<file path="config.mk">
export PLATFORM = sky130hd
export DESIGN_NAME = neuron_driver_flat
export DESIGN_NICKNAME = d
export VERILOG_FILES = /design/src/rtl/neuron_driver_if.sv /design/src/rtl/neuron_driver.sv /design/src/flat_wrapper.sv
export SDC_FILE = /design/constraint.sdc
export NUM_CORES = 1
export LEC_CHECK = 0
export BUFFER_PORTS_ARGS = -buffer_cell sky130_fd_sc_hd__buf_2
export CELL_PAD_IN_SITES_DETAIL_PLACEMENT = 1
export CELL_PAD_IN_SITES_GLOBAL_PLACEMENT = 1
export CORE_MARGIN = 2
export CORE_UTILIZATION = 25
export CTS_BUF_LIST = sky130_fd_sc_hd__clkbuf_8
export CTS_CLUSTER_DIAMETER = 50
export CTS_CLUSTER_SIZE = 16
export DETAILED_ROUTE_END_ITERATION = 12
export HOLD_SLACK_MARGIN = 0.15
export PLACE_DENSITY = 0.58
export SYNTH_ARGS = -nofsm -noshare
export SYNTH_HDL_FRONTEND = slang
export SYNTH_SLANG_ARGS = --single-unit
</file>
<file path="constraint.sdc">
create_clock -name clk -period 3.75 [get_ports clk]
set_input_delay 0.1875 -clock clk [delete_from_list [all_inputs] [get_ports clk]]
set_output_delay 0.1875 -clock clk [all_outputs]
set_load 0.05 [all_outputs]
</file>
<file path="src/rtl/neuron_driver_if.sv">
// neuron_driver_if: host-side input/output streams plus the neuron Run/Ready/X/Y bundle
interface neuron_driver_if #(
    parameter int DATA_WIDTH = 8
);
    logic                         in_valid;
    logic                         in_ready;
    logic signed [DATA_WIDTH-1:0] in_x1;
    logic signed [DATA_WIDTH-1:0] in_x2;
    logic signed [DATA_WIDTH-1:0] in_x3;
    logic signed [DATA_WIDTH-1:0] in_x4;
    logic                         out_valid;
    logic                         out_ready;
    logic signed [DATA_WIDTH-1:0] out_y;
    logic                         err;
    logic                         n_en;
    logic                         n_run;
    logic signed [DATA_WIDTH-1:0] n_x1;
    logic signed [DATA_WIDTH-1:0] n_x2;
    logic signed [DATA_WIDTH-1:0] n_x3;
    logic signed [DATA_WIDTH-1:0] n_x4;
    logic signed [DATA_WIDTH-1:0] n_y;
    logic                         n_ready;

    modport master (
        input  in_valid, in_x1, in_x2, in_x3, in_x4, out_ready, n_y, n_ready,
        output in_ready, out_valid, out_y, err, n_en, n_run, n_x1, n_x2, n_x3, n_x4
    );

    modport slave (
        output in_valid, in_x1, in_x2, in_x3, in_x4, out_ready, n_y, n_ready,
        input  in_ready, out_valid, out_y, err, n_en, n_run, n_x1, n_x2, n_x3, n_x4
    );
endinterface

</file>
<file path="src/rtl/neuron_driver.sv">
// neuron_driver: runs the neuron's flush pass then the real pass per vector and returns Y, with a per-pass watchdog
module neuron_driver #(
    parameter int DATA_WIDTH = 8,
    parameter int TIMEOUT    = 31,
    parameter int CNT_WIDTH  = 8
) (
    input logic          clk,
    input logic          rst,
    neuron_driver_if.master bus
);
    typedef enum logic [2:0] {IDLE, WAIT_BYPASS, WAIT_RESULT, OUTPUT, DRAIN} state_t;

    state_t                       state_q;
    logic                         in_ready_q;
    logic                         out_valid_q;
    logic                         err_q;
    logic                         n_en_q;
    logic                         n_run_q;
    logic                         ready_dly_q;
    logic signed [DATA_WIDTH-1:0] out_y_q;
    logic signed [DATA_WIDTH-1:0] x1_q;
    logic signed [DATA_WIDTH-1:0] x2_q;
    logic signed [DATA_WIDTH-1:0] x3_q;
    logic signed [DATA_WIDTH-1:0] x4_q;
    logic [CNT_WIDTH-1:0]         cnt_q;
    logic                         rise;

    assign rise          = bus.n_ready & ~ready_dly_q;
    assign bus.in_ready  = in_ready_q;
    assign bus.out_valid = out_valid_q;
    assign bus.out_y     = out_y_q;
    assign bus.err       = err_q;
    assign bus.n_en      = n_en_q;
    assign bus.n_run     = n_run_q;
    assign bus.n_x1      = x1_q;
    assign bus.n_x2      = x2_q;
    assign bus.n_x3      = x3_q;
    assign bus.n_x4      = x4_q;

    // Sequencer: accept, bypass pass, real pass, hand result out; the counter doubles as watchdog and drain timer
    always_ff @(posedge clk or posedge rst) begin
        if (rst) begin
            state_q     <= IDLE;
            in_ready_q  <= 1'b0;
            out_valid_q <= 1'b0;
            out_y_q     <= '0;
            err_q       <= 1'b0;
            n_en_q      <= 1'b0;
            n_run_q     <= 1'b0;
            ready_dly_q <= 1'b0;
            x1_q        <= '0;
            x2_q        <= '0;
            x3_q        <= '0;
            x4_q        <= '0;
            cnt_q       <= '0;
        end else begin
            n_en_q      <= 1'b1;
            ready_dly_q <= bus.n_ready;
            case (state_q)
                IDLE: begin
                    if (bus.in_valid && in_ready_q) begin
                        x1_q       <= bus.in_x1;
                        x2_q       <= bus.in_x2;
                        x3_q       <= bus.in_x3;
                        x4_q       <= bus.in_x4;
                        n_run_q    <= 1'b1;
                        cnt_q      <= '0;
                        in_ready_q <= 1'b0;
                        state_q    <= WAIT_BYPASS;
                    end else begin
                        in_ready_q <= 1'b1;
                    end
                end
                WAIT_BYPASS, WAIT_RESULT: begin
                    if (rise) begin
                        cnt_q <= '0;
                        if (state_q == WAIT_BYPASS) begin
                            n_run_q <= 1'b0;
                            state_q <= WAIT_RESULT;
                        end else begin
                            out_y_q     <= bus.n_y;
                            out_valid_q <= 1'b1;
                            state_q     <= OUTPUT;
                        end
                    end else if (cnt_q == CNT_WIDTH'(TIMEOUT)) begin
                        err_q   <= 1'b1;
                        n_run_q <= 1'b0;
                        cnt_q   <= '0;
                        state_q <= DRAIN;
                    end else begin
                        cnt_q <= cnt_q + 1'b1;
                    end
                end
                OUTPUT: begin
                    if (bus.out_ready) begin
                        out_valid_q <= 1'b0;
                        in_ready_q  <= 1'b1;
                        state_q     <= IDLE;
                    end
                end
                DRAIN: begin
                    if (cnt_q == CNT_WIDTH'(15)) begin
                        cnt_q      <= '0;
                        in_ready_q <= 1'b1;
                        state_q    <= IDLE;
                    end else begin
                        cnt_q <= cnt_q + 1'b1;
                    end
                end
                default: begin
                    n_run_q <= 1'b0;
                    state_q <= IDLE;
                end
            endcase
        end
    end
endmodule

</file>
<file path="src/flat_wrapper.sv">
// flat-port wrapper written by rule: the top's interface ports become plain ports
module neuron_driver_flat 
#(
    parameter int DATA_WIDTH = 8,
    parameter int TIMEOUT    = 31,
    parameter int CNT_WIDTH  = 8
)
  (clk, rst, bus_in_valid, bus_in_x1, bus_in_x2, bus_in_x3, bus_in_x4, bus_out_ready, bus_n_y, bus_n_ready, bus_in_ready, bus_out_valid, bus_out_y, bus_err, bus_n_en, bus_n_run, bus_n_x1, bus_n_x2, bus_n_x3, bus_n_x4);
  neuron_driver_if #(.DATA_WIDTH(DATA_WIDTH)) bus_i ();
  input logic clk;
  input logic rst;
  input wire logic [$bits(bus_i.in_valid)-1:0] bus_in_valid;
  input wire logic [$bits(bus_i.in_x1)-1:0] bus_in_x1;
  input wire logic [$bits(bus_i.in_x2)-1:0] bus_in_x2;
  input wire logic [$bits(bus_i.in_x3)-1:0] bus_in_x3;
  input wire logic [$bits(bus_i.in_x4)-1:0] bus_in_x4;
  input wire logic [$bits(bus_i.out_ready)-1:0] bus_out_ready;
  input wire logic [$bits(bus_i.n_y)-1:0] bus_n_y;
  input wire logic [$bits(bus_i.n_ready)-1:0] bus_n_ready;
  output wire logic [$bits(bus_i.in_ready)-1:0] bus_in_ready;
  output wire logic [$bits(bus_i.out_valid)-1:0] bus_out_valid;
  output wire logic [$bits(bus_i.out_y)-1:0] bus_out_y;
  output wire logic [$bits(bus_i.err)-1:0] bus_err;
  output wire logic [$bits(bus_i.n_en)-1:0] bus_n_en;
  output wire logic [$bits(bus_i.n_run)-1:0] bus_n_run;
  output wire logic [$bits(bus_i.n_x1)-1:0] bus_n_x1;
  output wire logic [$bits(bus_i.n_x2)-1:0] bus_n_x2;
  output wire logic [$bits(bus_i.n_x3)-1:0] bus_n_x3;
  output wire logic [$bits(bus_i.n_x4)-1:0] bus_n_x4;
  assign bus_i.in_valid = bus_in_valid;
  assign bus_i.in_x1 = bus_in_x1;
  assign bus_i.in_x2 = bus_in_x2;
  assign bus_i.in_x3 = bus_in_x3;
  assign bus_i.in_x4 = bus_in_x4;
  assign bus_i.out_ready = bus_out_ready;
  assign bus_i.n_y = bus_n_y;
  assign bus_i.n_ready = bus_n_ready;
  assign bus_in_ready = bus_i.in_ready;
  assign bus_out_valid = bus_i.out_valid;
  assign bus_out_y = bus_i.out_y;
  assign bus_err = bus_i.err;
  assign bus_n_en = bus_i.n_en;
  assign bus_n_run = bus_i.n_run;
  assign bus_n_x1 = bus_i.n_x1;
  assign bus_n_x2 = bus_i.n_x2;
  assign bus_n_x3 = bus_i.n_x3;
  assign bus_n_x4 = bus_i.n_x4;
  neuron_driver #(.DATA_WIDTH(DATA_WIDTH), .TIMEOUT(TIMEOUT), .CNT_WIDTH(CNT_WIDTH)) u_core (.clk(clk), .rst(rst), .bus(bus_i));
endmodule
</file>
==> metrics.md, run 1 <==
| Metric | Value |
|---|---|
| Wire length per cell | `14.4 um` |
| Die area | `10900 um^2` |
| Arrival @ worst endpoint | `2.30 ns` |
| Max Cap Viol | `0` |
| Vias | `2031` |
| Flop pwr share | `0.311` |
| ANT cells | `0` |
| Area Overhead vs Synth | `46.1%` |
| Critical Path, Cell by Cell | `nor3_1 > nor2b_2 > buf_4 > mux2_2` |
| Synthesized instance count | `193` |
| Sw Pwr | `0.00165 W` |
| Pleak | `1.69 nW` |
| Final hold vios | `0` |
| WP depth | `4` |
| Max H-tree Level | `3` |
| Final WL | `6710 um` |
| Pwr/cell area | `906 nW/um^2` |
| Skew-Pair Late Insertion Delay | `0.34 ns` |
| Post-place instance area | `3080 um^2` |
| Seq/Total Area, Yosys | `0.565` |
| Final-report setup violation count | `0` |
| Syn nets | `239` |
| Post-synth EDFFs | `0` |
| Die width | `104 um` |
| Pre-antenna DRT Iters | `4` |
| Hold Path Depth | `4` |
| Inserted Clock Buffers | `9` |
| Max-slew violation count | `0` |
| Clk pin slew, worst setup/hold paths | `0.07 ns` |
| Max Fanout on Critical Path | `34` |
| GRT Resource Usage Total | `0.135` |
| Clk pwr share | `0.158` |
| Largest net degree at the start of global routing | `35` |
| RSZ-0062 raised after global routing | `false` |
| Sw frac | `0.493` |
| Synthesized flop and latch total | `57` |
| Combinational power share | `0.531` |
| Die Y | `104 um` |
| Initial Util | `0.258` |
| Slew margin rel. | `0.529` |
| Post-Syn Area | `2520 um^2` |
| Status | `complete, no violations` |
| Yosys warns | `0` |
| Max incr delay on CP | `0.56 ns` |
| CORE AREA | `9770 um^2` |
| CP endpoint kind | `flop` |
| Final setup TNS | `0 ns` |
| DRC errors left | `0` |
| Setup CP Type | `flop to flop` |
| Mean post-synth cell area | `13.1 um^2` |
| Synth unique cells | `42` |
| CP max-delay cell | `dfrtp_1` |
| Hold Path Class | `primary input to flop` |
| Initial antenna violation count | `0` |
| Share of layout cells above drive strength 1 | `0.474` |
| Worst-Margin Slew | `0.701 ns` |
| Clk buf depth | `2` |
| Critical path's top delay family | `simple AND/OR/NAND/NOR gates` |
| TritonCTS clock tree | `done` |
| # port buffers | `89` |
| Vias per inst | `4.36` |
| Worst vdd ir | `0.475 mV` |
| Clock sink count | `57` |
| Vias in the first global route | `2204` |
| Int Power | `0.00169 W` |
| Top_reg_cell synth | `dfrtp_1` |
| Async SR Flop Fraction | `1.00` |
| Detailed Route Iter0 Violations | `79` |
| Clk root buf | `clkbuf_8` |
| Minimum clock period after layout | `2.07 ns` |
| Nature of the critical path startpoint | `flop` |
| Critical path buffer and inverter count | `1` |
| Ports | `90` |
| First-pass GRT wire length | `11300 um` |
| Row count | `36` |
| HPWL after detailed placement | `4380 um` |
| Fin crit share | `0.552` |
| WP data required | `3.98 ns` |
| Final antenna-violating net count | `0` |
| Layout Nets | `375` |
| Maximum clock rate | `483 MHz` |
| Reg2Reg Depth | `4` |
| R2R Setup Slk | `1.68 ns` |
| Design Area, Final | `3690 um^2` |
| Clock Skew | `0.00822 ns` |
| Total grt overflow | `0` |
| RD Place Congestion | `0.706` |
## cell type report
| class | count | area [um^2] |
|---|---|---|
| Clock buffer | 12 | 165 |
| Fill cell | 1100 | 6090 |
| Clock inverter | 3 | 16.3 |
| Tap cell | 133 | 166 |
| Timing Repair Buffer | 133 | 881 |
| Sequential cell | 57 | 1430 |
| Multi-Input combinational cell | 121 | 1000 |
| Inverter | 7 | 26.3 |
## repair_timing
| action | CTS | global route |
|---|---|---|
| setup buffers | 0 | 0 |
| hold endpoints to repair | 64 | 0 |
| hold buffers | 42 | 0 |
| gates resized for setup | 0 | 0 |
## kinds of logic (layout without fill, tap and decap cells)
| group | Yosys count | count (layout) | synth area share |
|---|---|---|---|
| muxes | 42 | 42 | 0.186 |
| and+or+nand+nor | 38 | 38 | 0.0887 |
| buffers and inverters | 15 | 155 | 0.0377 |
| AOI/OAI and AO/OA | 36 | 36 | 0.104 |
| DFF | 57 | 57 | 0.565 |
| other | 1 | 1 | 0.00149 |
| adders and majority gates | 2 | 2 | 0.00942 |
| xor gates and xnor gates | 2 | 2 | 0.00694 |
## flip-flops by register name, summed over array words and instances, names as in the netlist
register	count
u_core.bus.n_x1	8
u_core.bus.n_x2	8
u_core.bus.n_x3	8
u_core.bus.n_x4	8
u_core.bus.out_y	8
u_core.cnt_q	8
u_core.state_q	3
u_core.bus.err	1
u_core.bus.in_ready	1
u_core.bus.n_en	1
u_core.bus.n_run	1
u_core.bus.out_valid	1
u_core.ready_dly_q	1
## stage by stage
stage	util	std cells	hold slack, ns	total power (W)	worst slack [ns]
floorplan	-	193	0.219	0.00241	2.05
global placement	0.316	409	0.250	0.00276	1.72
detailed placement	0.316	409	0.250	0.00279	1.68
CTS	0.377	466	0.162	0.00337	1.67
global route	0.377	466	0.206	0.00354	1.45
finish	0.377	466	0.176	0.00334	1.68
## worst paths after layout
kind	startpoint	to
max	u_core.state_q[0]	u_core.bus.n_x3[2]
min	bus_out_ready	u_core.bus.out_valid
max reg2reg	u_core.state_q[0]	u_core.bus.n_x3[2]
min reg2reg	u_core.bus.err	u_core.bus.err
max in group asynchronous	rst	u_core.bus.n_x1[3]
min in group asynchronous	rst	u_core.bus.n_en
## synth_stat cells (3+ instances only)
cell	n	area, um^2
a21o_1	3	22.5
nor2b_1	3	18.8
inv_1	7	26.3
nor3_1	6	30.0
o21ai_1	3	15.0
a31oi_1	4	25.0
dfrtp_1	57	1430
a21oi_1	5	25.0
nand4_1	3	18.8
o211ai_1	3	22.5
buf_6	4	45.0
nand2_1	9	33.8
mux2_2	40	450
o21ai_0	7	35.0
nor2_1	3	11.3
## worst min-delay path: cells and delay by family
| kind | cells | cell delay, ns |
|---|---|---|
| AO/OA/AOI/OAI | 1 | 0.07 |
| buffers and inverters | 1 | 0.13 |
| AND/OR/NAND/NOR | 2 | 0.10 |
## per-layer routing
layer	wire, um	global-route usage	up-vias
li1	-	-	964
met1	2740	0.155	1012
met2	3550	0.227	44
met3	257	0.0376	11
met4	159	0.0705	0
met5	0	0	-
## cells in the final DEF (no fill, tap or decap), drive strengths merged, types with 2 or more instances in the layout
master,count
dlygate4sd3,42
dfrtp,57
buf,91
nor2b,3
nand2,9
nor3,7
mux2i,2
o211ai,4
xnor2,2
o22ai,2
o21ai,11
a21o,3
mux2,40
or3,2
inv,8
nand4,3
and3,2
clkbuf,12
nor2,3
nand3,2
a21oi,6
nand2b,2
a31oi,6
## power groups by stage
| stage | Combinational, W | Clock [W] | Sequential (W) |
|---|---|---|---|
| after floorplan | 0.000568 | 0 | 0.00184 |
| after global placement | 0.00173 | 0 | 0.00104 |
| after detailed placement | 0.00175 | 0 | 0.00104 |
| after CTS | 0.00179 | 0.000552 | 0.00104 |
| after global routing | 0.00188 | 0.000581 | 0.00108 |
| final | 0.00177 | 0.000529 | 0.00104 |
Power figures use the tool's default switching activity.
==> inputs of run 2 (changes only) <==
--- a/config.mk
+++ b/config.mk
@@ -5,6 +5,7 @@
 export SDC_FILE = /design/constraint.sdc
 export NUM_CORES = 1
 export LEC_CHECK = 0
+export ABC_AREA = 1
 export BUFFER_PORTS_ARGS = -buffer_cell sky130_fd_sc_hd__buf_2
 export CELL_PAD_IN_SITES_DETAIL_PLACEMENT = 1
 export CELL_PAD_IN_SITES_GLOBAL_PLACEMENT = 1
@@ -15,7 +16,7 @@
 export CTS_CLUSTER_SIZE = 16
 export DETAILED_ROUTE_END_ITERATION = 12
 export HOLD_SLACK_MARGIN = 0.15
-export PLACE_DENSITY = 0.58
+export PLACE_DENSITY = 0.62
 export SYNTH_ARGS = -nofsm -noshare
 export SYNTH_HDL_FRONTEND = slang
 export SYNTH_SLANG_ARGS = --single-unit
==> constraint.sdc (replaced) <==
create_clock -name clk -period 1.7 [get_ports clk]
set_input_delay 0.085 -clock clk [delete_from_list [all_inputs] [get_ports clk]]
set_output_delay 0.085 -clock clk [all_outputs]
set_load 0.05 [all_outputs]
==> run 2 against run 1 <==
Net effect:
- combinational power is 89% lower
- register-to-register slack worse by 1.4 ns
- largest cell class unchanged
- sequential share of layout area is 2.2 points lower
- final area is 6.1% higher
- first-iteration DRC count is 46% lower
- clock power is 140% higher
==> metrics.md, run 2 <==
| Metric | Value |
|---|---|
| Most frequent cells in the layout | `nand2_1 (101), buf_2 (89), dfrtp_1 (57)` |
| Initial Util | `0.258 (-0.000591)` |
| Skew-Pair Late Insertion Delay | `0.33 ns (about the same)` |
| Final hold vios | `0 (unchanged)` |
| Arrival @ worst endpoint | `1.66 ns (-0.64 ns)` |
| Clock sink count | `57 (unchanged)` |
| Clk pin slew, worst setup/hold paths | `0.07 ns (about the same)` |
| Layout Nets | `483 (+29%)` |
| Status | `complete, no violations` |
| Vias per inst | `4.11 (-5.8%)` |
| Synth unique cells | `25 (-40%)` |
| Post-Place Setup Slack | `0.264 ns (-1.42 ns)` |
| Top cells by count, synth | `nand2_1 (101), dfrtp_1 (57), inv_1 (50), o21ai_2 (23), nand3_1 (13)` |
| Max Fanout on Critical Path | `10 (-71%)` |
| Commonest non-fill, non-tap cell in the layout | `nand2_1` |
| Post-CTS Setup Bufs | `0 (unchanged)` |
| Post-Syn Area | `2670 um^2 (+5.9%)` |
| Clk buf depth | `2 (unchanged)` |
| Quantity of gates resized following cts | `0 (unchanged)` |
| First-pass GRT wire length | `12100 um (+6.6%)` |
| Pwr/cell area | `723 nW/um^2 (-20%)` |
| Critical Path, Cell by Cell | `nor2_4 > nand4_4 > buf_4 > nand2_1 > o21ai_2` |
| Die Y | `107 um (+2.8%)` |
| Area fraction of the dominant cell type after synthesis | `0.534 (-0.0312)` |
| ANT cells | `0 (unchanged)` |
| Final hold slack | `0.172 ns (-0.00452 ns)` |
| Max incr delay on CP | `0.44 ns (-0.12 ns)` |
| Synth area leader | `dfrtp_1` |
| Row count | `37 (+2.8%)` |
| Seq/Total Area, Yosys | `0.534 (-0.0312)` |
| Pre-antenna DRT Iters | `4 (unchanged)` |
| Post-synth EDFFs | `0 (unchanged)` |
| WP depth | `5 (+1)` |
| Reg2Reg Depth | `5 (+1)` |
| Area Overhead vs Synth | `46.4%` |
| Share of layout cells above drive strength 1 | `0.338 (-0.137)` |
| Synthesized instance count | `297 (+54%)` |
| Max Cap Viol | `0 (unchanged)` |
| Worst-Margin Slew | `0.536 ns (-0.165 ns)` |
| HPWL after detailed placement | `4860 um (+11%)` |
| TritonCTS clock tree | `done` |
| Design Area, Final | `3910 um^2 (+6.1%)` |
| Final-report setup violation count | `0 (unchanged)` |
| Nature of the critical path startpoint | `flop` |
| Ports | `90 (unchanged)` |
| Syn nets | `343 (+44%)` |
| Worst vdd ir | `0.425 mV (-10%)` |
| Post-place instance area | `3300 um^2 (+6.9%)` |
| Mean post-synth cell area | `8.99 um^2 (-31%)` |
| Fin crit share | `0.846 (+0.294)` |
| Slew margin rel. | `0.642 (+0.113)` |
| CORE AREA | `10400 um^2 (+6.1%)` |
| Critical path buffer and inverter count | `1 (unchanged)` |
| # port buffers | `89 (unchanged)` |
| Top_reg_cell synth | `dfrtp_1` |
| Detailed Route Iter0 Violations | `43 (-46%)` |
| Yosys warns | `0 (unchanged)` |
| WP data required | `1.92 ns (-2.06 ns)` |
| Synth top area cells | `dfrtp_1 (53%), nand2_1 (14%), o21ai_2 (7.5%), inv_1 (7.0%), buf_6 (3.0%)` |
| Largest net degree at the start of global routing | `35 (unchanged)` |
| Setup CP Type | `flop to flop` |
| Wire length per cell | `12.1 um (-16%)` |
| Vias in the first global route | `2560 (+16%)` |
| Maximum clock rate | `695 MHz (+44%)` |
| Die area | `11500 um^2 (+5.6%)` |
| Inserted Clock Buffers | `9 (unchanged)` |
| Synthesized flop and latch total | `57 (unchanged)` |
| Hold Path Depth | `5 (+1)` |
| Clock Skew | `0.00785 ns (-0.000368 ns)` |
| Die width | `107 um (+2.8%)` |
| Final setup TNS | `0 ns (unchanged)` |
| Total grt overflow | `0 (unchanged)` |
| CP max-delay cell | `dfrtp_1` |
| RSZ-0062 raised after global routing | `false` |
| Pleak | `2.18 nW (+29%)` |
| Final antenna-violating net count | `0 (unchanged)` |
| Minimum clock period after layout | `1.44 ns (-0.630 ns)` |
| Critical path's top delay family | `simple AND/OR/NAND/NOR gates` |
| Hold Path Class | `primary input to flop` |
| Async SR Flop Fraction | `1.00 (unchanged)` |
| Most frequent cell after synthesis | `nand2_1` |
| RD Place Congestion | `0.850 (+20%)` |
| Setup ws final | `0.262 ns (-1.42 ns)` |
| Vias | `2370 (+17%)` |
| Max-slew violation count | `0 (unchanged)` |
| CP endpoint kind | `flop` |
| Max H-tree Level | `3 (unchanged)` |
| Initial antenna violation count | `0 (unchanged)` |
| DRC errors left | `0 (unchanged)` |
| Final WL | `6990 um (+4.2%)` |
| GRT Resource Usage Total | `0.132 (-0.00295)` |
| Clk root buf | `clkbuf_8` |
run 2: cell count changes in the layout (fill, tap and decap cells not counted), moves of 4 or more:
cell	delta
nor3_1	-6
mux2_2	-40
o21ai_0	-6
a21oi_1	-5
nand3_1	+11
xor2_1	+4
nand2_1	+92
inv_1	+43
o21ai_1	+8
a31oi_1	-4
o21ai_2	+23
nand3_2	+4
run 2: logic make-up after synthesis:
logic type,Yosys count,share of synthesized area
buf+inv,60,0.104
flops,57,0.534
compound gates,38,0.110
xor+xnor,4,0.0131
simple gates,136,0.233
other cells,1,0.00140
fa+ha+maj,1,0.00468
run 2: metal layers:
layer / GRT usage / share of wire / vias to the layer above
met5: 0 / 0 / -
met4: 0.0412 / 0.0066 / 0
met3: 0.0400 / 0.053 / 6
met2: 0.220 / 0.49 / 57
met1: 0.163 / 0.45 / 1120
li1: - / - / 1187
run 2: cell type report:
class / instances / area [um^2]
clock buffer: 11 / 151
clock inverter: 4 / 43.8
fill: 1255 / 6460
inverter: 52 / 195
multi-input combinational: 180 / 976
sequential: 57 / 1430
tap: 136 / 170
timing repair buffer: 137 / 948
run 2: final timing paths:
kind | start | slack (ns) | endpoint
min reg2reg | u_core.bus.n_run | 0.47 | u_core.bus.n_run
max in group asynchronous | rst | 0.77 | u_core.bus.n_x3[1]
max | u_core.state_q[0] | 0.26 | u_core.bus.n_x4[6]
max reg2reg | u_core.state_q[0] | 0.26 | u_core.bus.n_x4[6]
min | bus_out_ready | 0.17 | u_core.bus.in_ready
min in group asynchronous | rst | 0.35 | u_core.bus.n_x3[4]
run 2: through the flow:
| stage | total power, W | cells | utilization |
|---|---|---|---|
| 6_report | 0.00283 | 577 | 0.377 |
| 5_1_grt | 0.00299 | 577 | 0.377 |
| 4_1_cts | 0.00289 | 577 | 0.377 |
| 3_5_place_dp | 0.00151 | 520 | 0.318 |
| 3_3_place_gp | 0.00151 | 520 | 0.318 |
| 2_1_floorplan | 0.00144 | 297 | - |
run 2: tightest hold or removal path, cell delays in order:
cell and delay [ns]:
buf_2 0.08, inv_1 0.03, nand2_1 0.10, nand3_1 0.11, nand2_1 0.06
run 2: power breakdown:
group | total (W) | leakage, nW | switching, W | internal (W)
registers | 0.00136 | 0.761 | 0.00000133 | 0.00136
clock network | 0.00127 | 0.106 | 0.000534 | 0.000739
logic | 0.000193 | 1.31 | 0.0000824 | 0.000111
run 2: repair_timing:
action,CTS,global route
setup endpoints to repair,0,0
hold buffers,42,0
hold endpoints to repair,65,0
==> inputs of run 3 (changes only) <==
==> constraint.sdc (replaced) <==
create_clock -name clk -period 1.3 [get_ports clk]
set_input_delay 0.065 -clock clk [delete_from_list [all_inputs] [get_ports clk]]
set_output_delay 0.065 -clock clk [all_outputs]
set_load 0.05 [all_outputs]
==> run 3 against run 2 <==
Net effect:
- worst setup slack lost 0.24 ns
- count of clock-buffer cells in the layout is the same
- critical endpoint is now u_core.cnt_q[7]
- clock power grew 35%
- critical path type unchanged
- wire length grew 0.77%
- combinational power grew 32%
- critical path depth grew 3
==> metrics.md, run 3 (same netlist as run 2, synthesis figures left out) <==
| Metric | Value |
|---|---|
| Status | `complete, no violations` |
| Final WL | `7050 um (+0.77%)` |
| DRC errors left | `0 (unchanged)` |
| Total power draw | `0.00375 W (+33%)` |
| Clk pin slew, worst setup/hold paths | `0.07 ns (about the same)` |
| Max H-tree Level | `3 (unchanged)` |
| Max incr delay on CP | `0.40 ns (-0.04 ns)` |
| Reg2Reg Depth | `8 (+3)` |
| Ports | `90 (unchanged)` |
| Wire length per cell | `11.9 um (-1.4%)` |
| Minimum clock period after layout | `1.28 ns (-0.158 ns)` |
| Clock Skew | `0.00619 ns (-0.00166 ns)` |
| Clock sink count | `57 (unchanged)` |
| Max Cap Viol | `0 (unchanged)` |
| CORE AREA | `10400 um^2 (unchanged)` |
| Setup ws final | `0.0194 ns (-0.242 ns)` |
| Vias in the first global route | `2612 (+2.0%)` |
| Critical register-to-register path startpoint | `u_core.cnt_q[0]` |
| Initial antenna violation count | `1 (+1)` |
| Hold path start | `bus_out_ready` |
| Max Fanout on Critical Path | `6 (-4)` |
| Detailed Route Iter0 Violations | `79 (+84%)` |
| Final setup TNS | `0 ns (unchanged)` |
| Hold Path Class | `primary input to flop` |
| Share of layout cells above drive strength 1 | `0.399 (+0.0608)` |
| Setup CP Type | `flop to flop` |
| Skew-Pair Late Insertion Delay | `0.33 ns (about the same)` |
| Largest net degree at the start of global routing | `40 (+14%)` |
| Sw Pwr | `0.000848 W (+37%)` |
| Area Overhead vs Synth | `53.5%` |
| CP endpoint kind | `flop` |
| Max-slew violation count | `0 (unchanged)` |
| Die width | `107 um (unchanged)` |
| Nature of the critical path startpoint | `flop` |
| Final antenna-violating net count | `0 (unchanged)` |
| Vias per inst | `4.16 (+1.2%)` |
| Inserted Clock Buffers | `9 (unchanged)` |
| Sw frac | `0.226 (+0.00714)` |
| Die Y | `107 um (unchanged)` |
| FF-to-FF End | `u_core.cnt_q[7]` |
| CP max-delay cell | `dfrtp_1` |
| RD Place Congestion | `0.768 (-9.7%)` |
| Vias | `2453 (+3.5%)` |
| Critical Path, Cell by Cell | `ha_4 > nand3_2 > nor2_2 > nand2_2 > nand2_4 > nand2_4 > nand3_2 > nand2_1` |
| Layout Nets | `495 (+2.5%)` |
| Total grt overflow | `0 (unchanged)` |
| R2R Setup Slk | `0.02 ns (-0.24 ns)` |
| Worst vdd ir | `0.361 mV (-15%)` |
| # port buffers | `89 (unchanged)` |
| Clk root buf | `clkbuf_8` |
| Int Power | `0.00291 W (+32%)` |
| Pwr/cell area | `915 nW/um^2 (+27%)` |
| Final-report setup violation count | `0 (unchanged)` |
| Flop pwr share | `0.474 (-0.007)` |
| Clk buf depth | `2 (unchanged)` |
| GRT Resource Usage Total | `0.133 (+0.000924)` |
| Worst hold endpoint | `u_core.bus.in_ready` |
| Fin crit share | `0.985 (+0.139)` |
| Most frequent cells in the layout | `nand2_1 (93), buf_2 (89), dfrtp_1 (53)` |
| Row count | `37 (unchanged)` |
| ANT cells | `0 (unchanged)` |
| Post-Place Setup Slack | `-0.0635 ns (-0.328 ns)` |
| Initial Util | `0.258 (unchanged)` |
| First-pass GRT wire length | `12100 um (+0.63%)` |
| Pre-antenna DRT Iters | `4 (unchanged)` |
| Final hold vios | `0 (unchanged)` |
| WP data required | `1.52 ns (-0.40 ns)` |
| Combinational power share | `0.068 (about the same)` |
| Clk pwr share | `0.458 (+0.008)` |
| Final Core Density | `0.395 (+0.0182)` |
| RSZ-0062 raised after global routing | `true` |
| HPWL after detailed placement | `4800 um (-1.2%)` |
| Die area | `11500 um^2 (unchanged)` |
| Maximum clock rate | `781 MHz (+12%)` |
| Commonest non-fill, non-tap cell in the layout | `nand2_1` |
| Pleak | `2.23 nW (+2.5%)` |
| Arrival @ worst endpoint | `1.50 ns (-0.16 ns)` |
| Hold Path Depth | `5 (unchanged)` |
| TritonCTS clock tree | `done` |
## run 3: cell types whose count changed in the layout (fill, tap and decap cells not counted), sizes merged
| cell | before | now |
|---|---|---|
| buf | 95 | 107 |
| clkinv | 3 | 2 |
| clkinvlp | 0 | 2 |
## run 3: worst max path at each step
stage,startpoint,endpoint,slack (ns),cells past startpoint
6_report,u_core.cnt_q[0],u_core.cnt_q[7],0.02,8
5_1_grt,u_core.cnt_q[0],u_core.cnt_q[7],-0.08,8
4_1_cts,u_core.state_q[1],u_core.cnt_q[0],0.006,7
3_5_place_dp,u_core.cnt_q[0],u_core.state_q[0],-0.06,8
3_3_place_gp,u_core.cnt_q[0],u_core.state_q[0],0.003,8
2_1_floorplan,u_core.cnt_q[0],u_core.state_q[0],0.04,8
## run 3: per-layer routing
layer  vias to the layer above  global-route usage  routed length (um)
met5                         -                   0                  13
met2                        63               0.222                3430
met3                        14              0.0345                 344
met4                         2              0.0559                 141
met1                      1165               0.162                3120
li1                       1209                   -                   -
## run 3: final cells by class
cell class                      instances  area, um^2
Clock buffer                           11         151
Timing Repair Buffer                  149        1050
Fill cell                            1246        6270
Sequential cell                        57        1430
Tap cell                              136         170
Inverter                               52         199
Clock inverter                          5        55.1
Multi-Input combinational cell        180        1040
## run 3: power groups by stage
stage	Sequential [W]	Combinational [W]	Clock, W
finish	0.00178	0.000255	0.00172
global route	0.00178	0.000288	0.00189
CTS	0.00178	0.000259	0.00179
detailed placement	0.00181	0.000163	0
global placement	0.00181	0.000160	0
floorplan	0.00182	0.0000600	0
## run 3: worst max-delay path: cells and delay by family (launching register included)
family                   cells  cell delay [ns]
AND/OR/NAND/NOR              7             0.59
flip-flops                   1             0.40
adder cells (fa/ha/maj)      1             0.18
## run 3: what timing repair did
action,in CTS,in global routing
gates resized for setup,10,13
hold buffers,42,0
setup endpoints to repair,8,34
buffers inserted,3,1
hold endpoints to repair,99,0
pin swaps,6,5
## run 3: metrics by stage
step	instance area, um^2	hold slack, ns	std cells
6_report	4100	0.162	590
5_1_grt	4100	0.250	590
4_1_cts	4070	0.158	589
3_5_place_dp	3370	0.153	528
3_3_place_gp	3370	0.153	528
2_1_floorplan	2680	0.0964	297
